## config.mk

```make
export PLATFORM = sky130hd
export DESIGN_NAME = priv_pmp_loader
export DESIGN_NICKNAME = d
export VERILOG_FILES = /design/src/rtl/pmp_types_pkg.sv /design/src/rtl/priv_pmp_loader.sv
export SDC_FILE = /design/constraint.sdc
export NUM_CORES = 1
export LEC_CHECK = 0
export BUFFER_PORTS_ARGS = -buffer_cell sky130_fd_sc_hd__buf_4
export CAP_MARGIN = 0
export CORE_UTILIZATION = 53
export CTS_CLUSTER_SIZE = 12
export DETAILED_ROUTE_END_ITERATION = 7
export GPL_ROUTABILITY_DRIVEN = 1
export HOLD_SLACK_MARGIN = 0.1
export PLACE_DENSITY = 0.89
export SLEW_MARGIN = 20
export SYNTH_ARGS = -nofsm -noshare
export SYNTH_HDL_FRONTEND = slang
export SYNTH_SLANG_ARGS = --single-unit
```

## constraint.sdc

```tcl
create_clock -name CLK -period 2.65 [get_ports CLK]
set_input_delay 0.3975 -clock CLK [delete_from_list [all_inputs] [get_ports CLK]]
set_output_delay 0.3975 -clock CLK [all_outputs]
set_load 0.01 [all_outputs]
```

## src/rtl/pmp_types_pkg.sv

```systemverilog
// Shared types and constants for the PMP table loader: FSM states, CSR bases, widths.
package pmp_types_pkg;

  localparam int unsigned XLEN  = 32;
  localparam int unsigned CFG_W = 8;
  localparam int unsigned IDX_W = 4;
  localparam int unsigned CNT_W = 5;

  localparam logic [11:0] PMPCFG_BASE  = 12'h3A0;
  localparam logic [11:0] PMPADDR_BASE = 12'h3B0;

  typedef enum logic [3:0] {
    IDLE,
    FETCH_A,
    FETCH_C,
    WR_ADDR,
    RD_ADDR,
    RD_CFG,
    WR_CFG,
    DONE,
    ERROR
  } pmp_state_e;

endpackage

```

## src/rtl/priv_pmp_loader.sv

```systemverilog
// Walks a region table in memory and programs pmpaddr/pmpcfg CSRs one region at a time,
// honouring locked cfg bytes and flagging WARL readback differences.
module priv_pmp_loader
  import pmp_types_pkg::*;
#(
  parameter int unsigned NUM_ENTRIES = 16,
  parameter int unsigned TBL_AW      = 6
) (
  input  logic              CLK,
  input  logic              nRST,
  input  logic              start,
  input  logic [4:0]        num_regions,
  output logic              tbl_req,
  output logic [TBL_AW-1:0] tbl_addr,
  input  logic              tbl_valid,
  input  logic [31:0]       tbl_rdata,
  output logic [11:0]       csr_addr,
  output logic              csr_active,
  output logic [31:0]       csr_wdata,
  input  logic [31:0]       csr_rdata,
  input  logic              csr_ack,
  output logic              busy,
  output logic              done,
  output logic              error,
  output logic [3:0]        err_index,
  output logic              warl_mismatch,
  output logic              locked_skip
);

  pmp_state_e        state_q, state_d;
  logic [IDX_W-1:0]  idx_q, idx_d;
  logic [CNT_W-1:0]  count_q, count_d;
  logic [XLEN-1:0]   addr_q, addr_d;
  logic [CFG_W-1:0]  cfgb_q, cfgb_d;

  logic              tbl_req_q, tbl_req_d;
  logic [TBL_AW-1:0] tbl_addr_q, tbl_addr_d;
  logic [11:0]       csr_addr_q, csr_addr_d;
  logic              csr_active_q, csr_active_d;
  logic [XLEN-1:0]   csr_wdata_q, csr_wdata_d;
  logic              busy_q, busy_d;
  logic              done_q, done_d;
  logic              error_q, error_d;
  logic [IDX_W-1:0]  err_index_q, err_index_d;
  logic              warl_q, warl_d;
  logic              locked_q, locked_d;

  logic [4:0]        lane_lsb_c;
  logic              cfg_locked_c;
  logic [XLEN-1:0]   cfg_merged_c;

  // Byte-lane view of the cfg word currently on csr_rdata (valid while in RD_CFG)
  always_comb begin
    lane_lsb_c   = {idx_q[1:0], 3'b000};
    cfg_locked_c = csr_rdata[lane_lsb_c + 5'd7];
    cfg_merged_c = csr_rdata;
    cfg_merged_c[lane_lsb_c +: CFG_W] = cfgb_q;
  end

  always_comb begin
    state_d     = state_q;
    idx_d       = idx_q;
    count_d     = count_q;
    addr_d      = addr_q;
    cfgb_d      = cfgb_q;
    error_d     = error_q;
    err_index_d = err_index_q;
    warl_d      = warl_q;
    locked_d    = locked_q;

    case (state_q)
      IDLE: begin
        if (start) begin
          idx_d       = '0;
          error_d     = 1'b0;
          err_index_d = '0;
          warl_d      = 1'b0;
          locked_d    = 1'b0;
          count_d     = (num_regions > CNT_W'(NUM_ENTRIES)) ? CNT_W'(NUM_ENTRIES) : num_regions;
          state_d     = (num_regions == '0) ? DONE : FETCH_A;
        end
      end
      FETCH_A: begin
        if (tbl_valid) begin
          addr_d  = tbl_rdata;
          state_d = FETCH_C;
        end
      end
      FETCH_C: begin
        if (tbl_valid) begin
          cfgb_d  = tbl_rdata[CFG_W-1:0];
          state_d = WR_ADDR;
        end
      end
      WR_ADDR: begin
        if (!csr_ack) begin
          state_d     = ERROR;
          error_d     = 1'b1;
          err_index_d = idx_q;
        end else begin
          state_d = RD_ADDR;
        end
      end
      RD_ADDR: begin
        if (csr_rdata != addr_q) begin
          warl_d = 1'b1;
        end
        state_d = RD_CFG;
      end
      RD_CFG: begin
        if (!csr_ack) begin
          state_d     = ERROR;
          error_d     = 1'b1;
          err_index_d = idx_q;
        end else begin
          if (cfg_locked_c) begin
            locked_d = 1'b1;
          end
          state_d = WR_CFG;
        end
      end
      WR_CFG: begin
        if (CNT_W'(idx_q) + CNT_W'(1) == count_q) begin
          state_d = DONE;
        end else begin
          idx_d   = idx_q + IDX_W'(1);
          state_d = FETCH_A;
        end
      end
      default: state_d = IDLE;
    endcase

    // Outputs are computed for the upcoming state so they register in step with it
    busy_d       = (state_d != IDLE);
    done_d       = (state_d == DONE);
    tbl_req_d    = 1'b0;
    tbl_addr_d   = '0;
    csr_addr_d   = '0;
    csr_active_d = 1'b0;
    csr_wdata_d  = '0;

    case (state_d)
      FETCH_A: begin
        tbl_req_d  = 1'b1;
        tbl_addr_d = TBL_AW'({idx_d, 1'b0});
      end
      FETCH_C: begin
        tbl_req_d  = 1'b1;
        tbl_addr_d = TBL_AW'({idx_d, 1'b1});
      end
      WR_ADDR: begin
        csr_addr_d   = PMPADDR_BASE + 12'(idx_d);
        csr_active_d = 1'b1;
        csr_wdata_d  = addr_d;
      end
      RD_ADDR: begin
        csr_addr_d = PMPADDR_BASE + 12'(idx_d);
      end
      RD_CFG: begin
        csr_addr_d = PMPCFG_BASE + 12'(idx_d[3:2]);
      end
      WR_CFG: begin
        // Only reachable from RD_CFG, so the lock/merge view still reflects this region
        csr_addr_d   = PMPCFG_BASE + 12'(idx_d[3:2]);
        csr_active_d = !cfg_locked_c;
        csr_wdata_d  = cfg_locked_c ? '0 : cfg_merged_c;
      end
      default: ;
    endcase
  end

  always_ff @(posedge CLK) begin
    if (!nRST) begin
      state_q      <= IDLE;
      idx_q        <= '0;
      count_q      <= '0;
      addr_q       <= '0;
      cfgb_q       <= '0;
      tbl_req_q    <= 1'b0;
      tbl_addr_q   <= '0;
      csr_addr_q   <= '0;
      csr_active_q <= 1'b0;
      csr_wdata_q  <= '0;
      busy_q       <= 1'b0;
      done_q       <= 1'b0;
      error_q      <= 1'b0;
      err_index_q  <= '0;
      warl_q       <= 1'b0;
      locked_q     <= 1'b0;
    end else begin
      state_q      <= state_d;
      idx_q        <= idx_d;
      count_q      <= count_d;
      addr_q       <= addr_d;
      cfgb_q       <= cfgb_d;
      tbl_req_q    <= tbl_req_d;
      tbl_addr_q   <= tbl_addr_d;
      csr_addr_q   <= csr_addr_d;
      csr_active_q <= csr_active_d;
      csr_wdata_q  <= csr_wdata_d;
      busy_q       <= busy_d;
      done_q       <= done_d;
      error_q      <= error_d;
      err_index_q  <= err_index_d;
      warl_q       <= warl_d;
      locked_q     <= locked_d;
    end
  end

  assign tbl_req       = tbl_req_q;
  assign tbl_addr      = tbl_addr_q;
  assign csr_addr      = csr_addr_q;
  assign csr_active    = csr_active_q;
  assign csr_wdata     = csr_wdata_q;
  assign busy          = busy_q;
  assign done          = done_q;
  assign error         = error_q;
  assign err_index     = err_index_q;
  assign warl_mismatch = warl_q;
  assign locked_skip   = locked_q;

endmodule

```

==> results of run 1 <==
## area by class of cell
cell class / count / area [µm²] / share of cell area [%]
Multi-Input combinational cell: 390 / 2760 / 43.2
Sequential cell: 107 / 2140 / 33.6
Inverter: 6 / 22.5 / 0.353
Clock inverter: 6 / 81.3 / 1.27
Timing Repair Buffer: 142 / 1080 / 16.9
Clock buffer: 10 / 138 / 2.16
Tap cell: 129 / 161 / 2.53
## sequential cells by signal, summed over array words and instances (netlist names)
name / cells
csr_addr: 6
addr_q: 32
tbl_addr: 5
tbl_req: 1
locked_skip: 1
done: 1
idx_q: 4
csr_active: 1
csr_wdata: 32
err_index: 4
state_q: 4
count_q: 5
warl_mismatch: 1
busy: 1
cfgb_q: 8
error: 1
## per-stage QoR
step                      worst slack, ns  total power, W  utilization [%]
after global routing                0.131         0.00339             68.4
after floorplan                     0.321         0.00202                -
after global placement              0.428         0.00219             66.1
final                               0.240         0.00327             68.4
after CTS                           0.295         0.00327             68.4
after detailed placement            0.320         0.00221             66.1
## logic make-up after synthesis
kind of cell	after synthesis
compound gates	104
xor+xnor	38
fa+ha+maj	6
buf+inv	45
flops	107
mux	42
other cells	1
simple gates	196
## power breakdown
| group | internal (W) | leakage [nW] | switching (W) | total, W |
|---|---|---|---|---|
| combinational | 0.000237 | 1.74 | 0.000238 | 0.000476 |
| sequential | 0.00165 | 0.865 | 0.0000507 | 0.00170 |
| clock | 0.000483 | 0.111 | 0.000607 | 0.00109 |
| total | 0.00237 | 2.72 | 0.000896 | 0.00327 |
## Yosys cell counts, drive strengths merged, types with 4 or more instances
cell	instances	share of area, %
a21boi	4	0.80
a21oi	44	4.3
a22oi	4	0.58
and2	39	4.7
buf	31	4.3
clkbuf	8	0.58
dfxtp	107	42
ha	6	1.5
inv	6	0.44
mux2i	40	7.8
nand2	13	0.95
nand2b	4	0.63
nor2	13	0.95
nor2b	88	11
nor3	4	0.48
nor3b	5	0.73
nor4	9	1.2
o22ai	34	4.1
xnor2	4	0.68
xor2	34	5.8
## how the worst min path moves through the flow
stage | startpoint | end | slack, ns | depth (start not counted)
global route | tbl_rdata[0] | cfgb_q[0] | 0.29 | 3
finish | tbl_rdata[5] | cfgb_q[5] | 0.29 | 3
global placement | count_q[4] | count_q[4] | 0.48 | 2
floorplan | count_q[4] | count_q[4] | 0.46 | 2
CTS | tbl_rdata[3] | cfgb_q[3] | 0.28 | 3
detailed placement | locked_skip | locked_skip | 0.50 | 1
## routing by layer
layer | GRT usage [%] | vias to the layer above | share of wire, %
li1 | - | 2076 | -
met1 | 35.4 | 2078 | 42
met2 | 44.4 | 204 | 48
met3 | 6.24 | 37 | 7.2
met4 | 12.4 | 0 | 3.1
met5 | 0 | - | 0
## worst max-delay path: stages, from the launching register on
cell and delay [ns]:
dfxtp_1 0.37, inv_1 0.11, ha_1 0.42, xor2_1 0.18, a211o_1 0.31, a211oi_4 0.36
a21oi_1 0.22, nand4_1 0.26, nor2b_1 0.08
## cell usage in the layout, fill, tap and decap left out, types with 2 or more instances in the layout
master,instances
a22oi_1,4
a211o_1,3
nor2_1,13
ha_1,6
xnor2_1,4
inv_6,3
o21ai_0,2
mux2i_1,40
and2_1,39
inv_1,6
or2_1,2
dfxtp_1,107
nand2b_1,2
nor2b_1,88
conb_1,4
nand4_1,3
and4b_1,2
xor2_1,34
or4_1,2
o22ai_1,34
a21boi_0,3
buf_4,141
nor3b_1,5
clkbuf_8,10
nor4bb_1,3
nand3_1,2
o21bai_1,2
nor3_1,3
nand2_1,13
a21oi_1,43
nor4_1,8
==> qor.yml, run 1 <==
status:
  status: "finished clean"
clock_tree:
  clkSinkCount: 107
  clk_pin_slew_ns: 0.11
  cts_setup_buffers: 0
  cts-root-buf: "clkbuf_8"
  cts_hold_buf: 0
  cts-resized-gates: 0
  h-tree-depth: 3
  cts_tree: "built"
  insertion_delay_ns: 0.37
  cts_buffers: 9
  clk_path_buf_depth: 2
cells_and_area:
  fin_cells: 790
  drive_gt1_share_pct: 25.9
  fillCellCount: 728
  syn2layout_area_growth_pct: 23.7
  final_nets: 736
  design_area_mm2: 0.00638
  diodes: 0
critical_path:
  r2r-start: "idx_q[0]"
  crit_start: "idx_q[0]"
  r2r_cells: 8
  required_ns: 2.92
  start_kind: "register"
  criticalPathCategory: "register to register"
  cp-end-kind: "register"
  arrival_ns: 2.68
  rr_endpoint: "tbl_addr[2]"
  path_max_fanout: 8
  rrSetupSlack_ns: 0.24
  cp-endpoint: "tbl_addr[2]"
logic_synthesis:
  synth-xor-area-share_pct: 6.45
  synth_edf_count: 0
  synth_seq_cells: 107
  synthCells: 539
  netlist_area_mm2: 0.00516
  yosys.area_share.simple_pct: 23.9
  synth_compound_area_share_pct: 12.9
  synth_cell_types: 58
  synth-seq-area-share_pct: 41.5
  muxShareOfSynthArea_pct: 8.41
  synth-warning-count: 0
  synthFlopType: "dfxtp_1"
  synth_top_family_by_area: "simple AND/OR/NAND/NOR gates"
  synth.avg_cell_area_um2: 9.58
  synth_fa_ha_area_share_pct: 1.45
  async_reset_ff_share_pct: 0
power:
  peakVddDrop_uv: 295
  p_per_area_mw_per_mm2: 512
  leakage_nw: 2.72
floorplanning:
  die_w_um: 101
  pin_count: 135
  rows: 35
  die_area_mm2: 0.0101
  initial_core_util_pct: 55.3
  coreArea_mm2: 0.00933
  die_y_um: 101
timing:
  slew_headroom_pct: 65.5
  whs_ns: 0.288
  slew_viol_final: 0
  worst_pin_slew_ns: 0.513
  clock.fmax_mhz: 415
  fin_worst_skew_ns: 0.0142
  post-route-min-period_ns: 2.41
  hold_viol_final: 0
  period_share_pct: 91.0
  fin_tns_setup_ns: 0
  rsz0062_at_grt: "false"
  setup_viol: 0
drt:
  drt-total-wl_mm: 13.9
  via_per_inst: 5.56
  dr.pass1.iters: 5
  wl_per_cell_um: 17.6
  drc: 0
  vias: 4395
  drt_iter0_drc: 369
  ant_nets: 0
global_route:
  grt_pass1_wl_mm: 21.6
  antenna_found_initial: 0
  grt_start_max_net_pins: 45
  grt.overflow.total: 0
  first_global_vias: 4388
  track_usage_pct: 27.6
place:
  post_dp_cell_area_mm2: 0.00616
  dp.cells: 774
  gp_congestion: 0.895
  port_buffers: 130
  dpl.hpwl_mm: 9.92
job:
  cap_violations: 0
hold_path:
  min_path_type: "input port to register"
No activity file was read; power rests on OpenSTA's default activity.
==> run 2: changes to the inputs <==
--- a/config.mk
+++ b/config.mk
@@ -7,7 +7,9 @@
 export LEC_CHECK = 0
 export BUFFER_PORTS_ARGS = -buffer_cell sky130_fd_sc_hd__buf_4
 export CAP_MARGIN = 0
-export CORE_UTILIZATION = 53
+export CELL_PAD_IN_SITES_DETAIL_PLACEMENT = 0
+export CELL_PAD_IN_SITES_GLOBAL_PLACEMENT = 1
+export CORE_UTILIZATION = 40
 export CTS_CLUSTER_SIZE = 12
 export DETAILED_ROUTE_END_ITERATION = 7
 export GPL_ROUTABILITY_DRIVEN = 1
==> run 2 against run 1 <==
Compared with the run above: hold slack better by 0.040 ns; clock power is 14% higher; cell count up 5.6%; sequential share of layout area down 0.59 points; largest power group unchanged; design area increased by 1.8%.
==> qor.yml, run 2 (synthesis gave the netlist of run 1 again) <==
clock_tree:
  cts_tree: "built"  # unchanged
  cts_buffers: 9  # unchanged
  cts-resized-gates: 0  # unchanged
  clk_path_buf_depth: 2  # unchanged
  clk_pin_slew_ns: 0.07  # was 0.11 ns
  h-tree-depth: 3  # unchanged
  clkSinkCount: 107  # unchanged
  insertion_delay_ns: 0.35  # was 0.37 ns
  cts_setup_buffers: 0  # unchanged
  cts_hold_buf: 0  # unchanged
  cts-root-buf: "clkbuf_16"  # was clkbuf_8
timing:
  clock.fmax_mhz: 426  # was 415 MHz
  whs_ns: 0.328  # was 0.288 ns
  post-route-min-period_ns: 2.35  # was 2.41 ns
  fin_tns_setup_ns: 0  # unchanged
  fin_worst_skew_ns: 0.00766  # was 0.0142 ns
  period_share_pct: 88.5  # was 91.0%
  slew_viol_final: 0  # unchanged
  hold_viol_final: 0  # unchanged
  setup_viol: 0  # unchanged
  fin_ws_ns: 0.304  # was 0.240 ns
  slew_headroom_pct: 59.7  # was 65.5%
  worst_pin_slew_ns: 0.600  # was 0.513 ns
  rsz0062_at_grt: "false"  # unchanged
critical_path:
  cp_num_cells: 8  # unchanged
  slowest_stage: "ha_1"  # unchanged
  crit_buf_inv: 1  # unchanged
  cp-end-kind: "register"  # unchanged
  r2r-start: "idx_q[0]"  # unchanged
  criticalPathCategory: "register to register"  # unchanged
  r2r_cells: 8  # unchanged
  path_delay_family: "compound AO/OA/AOI/OAI gates"  # unchanged
  crit_start: "idx_q[0]"  # unchanged
  crit_chain: "inv_1 -> ha_1 -> xor2_1 -> a211o_1 -> a211oi_4 -> a21oi_1 -> nand4_1 -> nor2_1"  # was inv_1 -> ha_1 -> xor2_1 -> a211o_1 -> a211oi_4 -> a21oi_1 -> nand4_1 -> nor2b_1
  max_stage_delay_ns: 0.41  # was 0.42 ns
  required_ns: 2.88  # was 2.92 ns
  start_kind: "register"  # unchanged
  arrival_ns: 2.58  # was 2.68 ns
  path_max_fanout: 8  # unchanged
drt:
  ant_nets: 0  # unchanged
  vias: 4296  # was 4395
  drc: 0  # unchanged
  drt_iter0_drc: 328  # was 369
  dr.pass1.iters: 5  # unchanged
  via_per_inst: 5.15  # was 5.56
  drt-total-wl_mm: 14.4  # was 13.9 mm
  wl_per_cell_um: 17.2  # was 17.6 µm
job:
  cap_violations: 0  # unchanged
floorplanning:
  die_area_mm2: 0.0134  # was 0.0101 mm²
  coreArea_mm2: 0.0126  # was 0.00933 mm²
  die_w_um: 116  # was 101 µm
  initial_core_util_pct: 40.9  # was 55.3%
  rows: 41  # was 35
  die_y_um: 116  # was 101 µm
  pin_count: 135  # unchanged
power:
  finalPower_w: 0.00343  # was 0.00327 W
  peakVddDrop_uv: 319  # was 295 µV
  p_per_area_mw_per_mm2: 527  # was 512 mW/mm²
  leakage_nw: 2.74  # was 2.72 nW
global_route:
  first_global_vias: 4151  # was 4388
  grt.overflow.total: 0  # unchanged
  antenna_found_initial: 0  # unchanged
  grt_start_max_net_pins: 43  # was 45
  grt_pass1_wl_mm: 21.9  # was 21.6 mm
  track_usage_pct: 21.8  # was 27.6%
cells_and_area:
  final_common_cell: "buf_4"  # unchanged
  final_cell_mix: "buf_4 (142), dfxtp_1 (107), nor2b_1 (88)"  # was buf_4 (141), dfxtp_1 (107), nor2b_1 (88)
  final_nets: 737  # was 736
  fin_cells: 834  # was 790
  syn2layout_area_growth_pct: 25.9  # was 23.7%
  diodes: 0  # unchanged
  drive_gt1_share_pct: 25.7  # was 25.9%
  fillCellCount: 1195  # was 728
place:
  dpl.hpwl_mm: 10.5  # was 9.92 mm
  gp_congestion: 0.870  # was 0.895
  port_buffers: 130  # unchanged
  dp.cells: 818  # was 774
  place_ws_ns: 0.321  # was 0.320 ns
hold_path:
  worstHoldStart: "tbl_rdata[7]"  # was tbl_rdata[5]
  holdPathStages: 3  # unchanged
  min_path_type: "input port to register"  # unchanged
status:
  status: "finished clean"  # unchanged
run 2: cell count changes in the layout (fill, tap and decap cells not counted):
cell	change
clkinv_2	+1
buf_4	+1
clkbuf_16	+9
clkinv_8	-1
clkinv_4	+1
bufinv_16	-1
clkbuf_1	+2
inv_6	-2
clkbuf_8	-10
clkinvlp_4	+1
run 2: metrics by stage:
step / utilization, % / instance area (µm²)
global route: 51.5 / 6500
finish: 51.5 / 6500
global placement: 49.3 / 6230
CTS: 51.5 / 6500
floorplan: - / 5170
detailed placement: 49.3 / 6230
run 2: worst paths after layout:
kind	to	slack, ns
worst min register to register	warl_mismatch	0.50
worst max-delay path	tbl_addr[1]	0.30
worst min-delay path	cfgb_q[7]	0.33
worst max register to register	tbl_addr[1]	0.30
run 2: layout make-up:
class | instances | area, µm² | area share (%)
clock inverter | 5 | 38.8 | 0.597
inverter | 6 | 22.5 | 0.347
timing repair buffer | 143 | 1090 | 16.7
sequential | 107 | 2140 | 33.0
multi-input combinational | 390 | 2760 | 42.5
tap | 172 | 215 | 3.31
clock buffer | 11 | 233 | 3.58
run 2: routing by layer:
| metal | global-route usage (%) | part of all wire [%] | wire [µm] |
|---|---|---|---|
| met1 | 28.7 | 44 | 6320 |
| met2 | 35.2 | 48 | 6860 |
| met3 | 4.34 | 6.4 | 922 |
| met4 | 8.57 | 2.0 | 284 |
| met5 | 0 | 0 | 0 |
run 2: power breakdown:
part	internal [W]	leakage [nW]	switching, W
combinational	0.000238	1.74	0.000245
clock	0.000644	0.130	0.000596
sequential	0.00165	0.865	0.0000501
total	0.00253	2.74	0.000891
run 2: worst reg2reg max path, stage by stage, from the launching register on:
cell	delay [ns]
dfxtp_1	0.33
inv_1	0.09
ha_1	0.41
xor2_1	0.18
a211o_1	0.31
a211oi_4	0.38
a21oi_1	0.21
nand4_1	0.25
nor2_1	0.09
==> run 3: changes to the inputs <==
--- a/config.mk
+++ b/config.mk
@@ -5,13 +5,13 @@
 export SDC_FILE = /design/constraint.sdc
 export NUM_CORES = 1
 export LEC_CHECK = 0
-export BUFFER_PORTS_ARGS = -buffer_cell sky130_fd_sc_hd__buf_4
 export CAP_MARGIN = 0
 export CELL_PAD_IN_SITES_DETAIL_PLACEMENT = 0
 export CELL_PAD_IN_SITES_GLOBAL_PLACEMENT = 1
-export CORE_UTILIZATION = 40
+export CORE_UTILIZATION = 48
 export CTS_CLUSTER_SIZE = 12
 export DETAILED_ROUTE_END_ITERATION = 7
+export DONT_BUFFER_PORTS = 1
 export GPL_ROUTABILITY_DRIVEN = 1
 export HOLD_SLACK_MARGIN = 0.1
 export PLACE_DENSITY = 0.89
==> run 3 against run 2 <==
Compared with the run above: clock skew is 0.0073 ns higher; register-to-register slack worse by 0.03 ns; hold slack worse by 0.17 ns; global-route usage rose by 1.8 points; sequential share of layout area grew 6.7 points; die area shrank 16%; via count down 11%; clock power down 18%; sequential cell count stayed put; non-clock buffer count decreased by 130; combinational power shrank 31%; largest power group unchanged; highest routed layer unchanged.
==> qor.yml, run 3 (synthesis gave the netlist of run 1 again) <==
status:
  status: "finished clean"  # unchanged
critical_path:
  max_stage_delay_ns: 0.40  # was 0.41 ns
  required_ns: 2.88  # about the same
  crit_chain: "inv_1 -> ha_1 -> xor2_1 -> a211o_1 -> a211oi_4 -> nor2_1 -> a211oi_2 -> o22ai_1"  # was inv_1 -> ha_1 -> xor2_1 -> a211o_1 -> a211oi_4 -> a21oi_1 -> nand4_1 -> nor2_1
  slowest_stage: "ha_1"  # unchanged
  start_kind: "register"  # unchanged
  criticalPathCategory: "register to register"  # unchanged
  arrival_ns: 2.61  # was 2.58 ns
  cp-end-kind: "register"  # unchanged
  crit_start: "idx_q[0]"  # unchanged
  r2r-start: "idx_q[0]"  # unchanged
  path_max_fanout: 8  # unchanged
clock_tree:
  insertion_delay_ns: 0.37  # was 0.35 ns
  cts_hold_buf: 0  # unchanged
  clk_path_buf_depth: 2  # unchanged
  cts-root-buf: "clkbuf_8"  # was clkbuf_16
  cts_setup_buffers: 0  # unchanged
  cts_tree: "built"  # unchanged
  clkSinkCount: 107  # unchanged
  h-tree-depth: 3  # unchanged
  cts_buffers: 9  # unchanged
  clk_pin_slew_ns: 0.09  # was 0.07 ns
  cts-resized-gates: 0  # unchanged
cells_and_area:
  diodes: 0  # unchanged
  final_cell_mix: "dfxtp_1 (107), nor2b_1 (88), a21oi_1 (43)"  # was buf_4 (142), dfxtp_1 (107), nor2b_1 (88)
  fillCellCount: 950  # was 1195
  syn2layout_area_growth_pct: 4.70  # was 25.9%
  design_area_mm2: 0.00540  # was 0.00650 mm²
  final_common_cell: "dfxtp_1"  # was buf_4
  drive_gt1_share_pct: 7.71  # was 25.7%
  final_nets: 607  # was 737
drt:
  via_per_inst: 5.72  # was 5.15
  drc: 0  # unchanged
  ant_nets: 0  # unchanged
  drt_iter0_drc: 217  # was 328
  drt-total-wl_mm: 13.3  # was 14.4 mm
  dr.pass1.iters: 5  # unchanged
  vias: 3819  # was 4296
  wl_per_cell_um: 19.9  # was 17.2 µm
timing:
  hold_viol_final: 0  # unchanged
  setup_viol: 0  # unchanged
  slew_headroom_pct: 65.7  # was 59.7%
  whs_ns: 0.154  # was 0.328 ns
  fin_ws_ns: 0.270  # was 0.304 ns
  post-route-min-period_ns: 2.38  # was 2.35 ns
  worst_pin_slew_ns: 0.511  # was 0.600 ns
  slew_viol_final: 0  # unchanged
  fin_tns_setup_ns: 0  # unchanged
  rsz0062_at_grt: "false"  # unchanged
  fin_worst_skew_ns: 0.0149  # was 0.00766 ns
  period_share_pct: 89.8  # was 88.5%
  clock.fmax_mhz: 420  # was 426 MHz
floorplanning:
  die_y_um: 106  # was 116 µm
  pin_count: 135  # unchanged
  rows: 37  # was 41
  coreArea_mm2: 0.0104  # was 0.0126 mm²
  initial_core_util_pct: 49.8  # was 40.9%
  die_w_um: 106  # was 116 µm
  die_area_mm2: 0.0112  # was 0.0134 mm²
global_route:
  track_usage_pct: 23.7  # was 21.8%
  grt_pass1_wl_mm: 20.3  # was 21.9 mm
  grt_start_max_net_pins: 68  # was 43
  antenna_found_initial: 0  # unchanged
  grt.overflow.total: 0  # unchanged
  first_global_vias: 3751  # was 4151
place:
  post_dp_cell_area_mm2: 0.00520  # was 0.00623 mm²
  port_buffers: 0  # was 130
  place_ws_ns: 0.322  # was 0.321 ns
  gp_congestion: 0.838  # was 0.870
  dpl.hpwl_mm: 9.33  # was 10.5 mm
job:
  cap_violations: 0  # unchanged
power:
  p_per_area_mw_per_mm2: 568  # was 527 mW/mm²
  peakVddDrop_uv: 282  # was 319 µV
  leakage_nw: 2.05  # was 2.74 nW
hold_path:
  worstHoldStart: "nRST"  # was tbl_rdata[7]
  min_path_type: "input port to register"  # unchanged
[run 3: cell count changes in the layout (fill, tap and decap cells not counted), sizes merged]
cell,change
bufinv,+1
inv,+1
clkinvlp,-1
clkinv,-1
buf,-130
[run 3: power by group]
group / switching [W] / internal (W)
clock: 0.000557 / 0.000468
sequential: 0.0000572 / 0.00165
combinational: 0.000174 / 0.000160
[run 3: cell type report]
class                           count  area [µm²]  area share, %
Timing Repair Buffer               13         110           2.04
Multi-Input combinational cell    390        2760           51.1
Inverter                            6        22.5          0.417
Clock buffer                       11         141           2.62
Clock inverter                      5        57.6           1.07
Sequential cell                   107        2140           39.6
Tap cell                          136         170           3.15
[run 3: worst paths after layout]
path	cells past startpoint	end	slack, ns
worst min register to register	2	count_q[4]	0.50
worst max-delay path	8	csr_addr[0]	0.27
worst min-delay path	1	state_q[1]	0.15
worst max register to register	8	csr_addr[0]	0.27
[run 3: per-layer routing]
metal	track usage, %	share of wire (%)
met1	30.9	44
met2	35.4	45
met3	8.16	8.9
met4	9.72	2.6
met5	0	0
[run 3: worst max-delay path, delay by kind of cell, from the launching register on]
kind | cells | cell delay, ns
AOI/OAI and AO/OA | 4 | 1.14
xor gates and xnor gates | 1 | 0.18
adders and majority gates | 1 | 0.40
buffers and inverters | 1 | 0.09
DFF | 1 | 0.34
and+or+nand+nor | 1 | 0.11
[run 3: stage by stage]
stage / total power (W) / utilization (%) / std cells
after floorplan: 0.00202 / - / 542
after global placement: 0.00207 / 50.2 / 652
after detailed placement: 0.00208 / 50.2 / 652
after CTS: 0.00308 / 52.1 / 668
after global routing: 0.00319 / 52.1 / 668
final: 0.00307 / 52.1 / 668
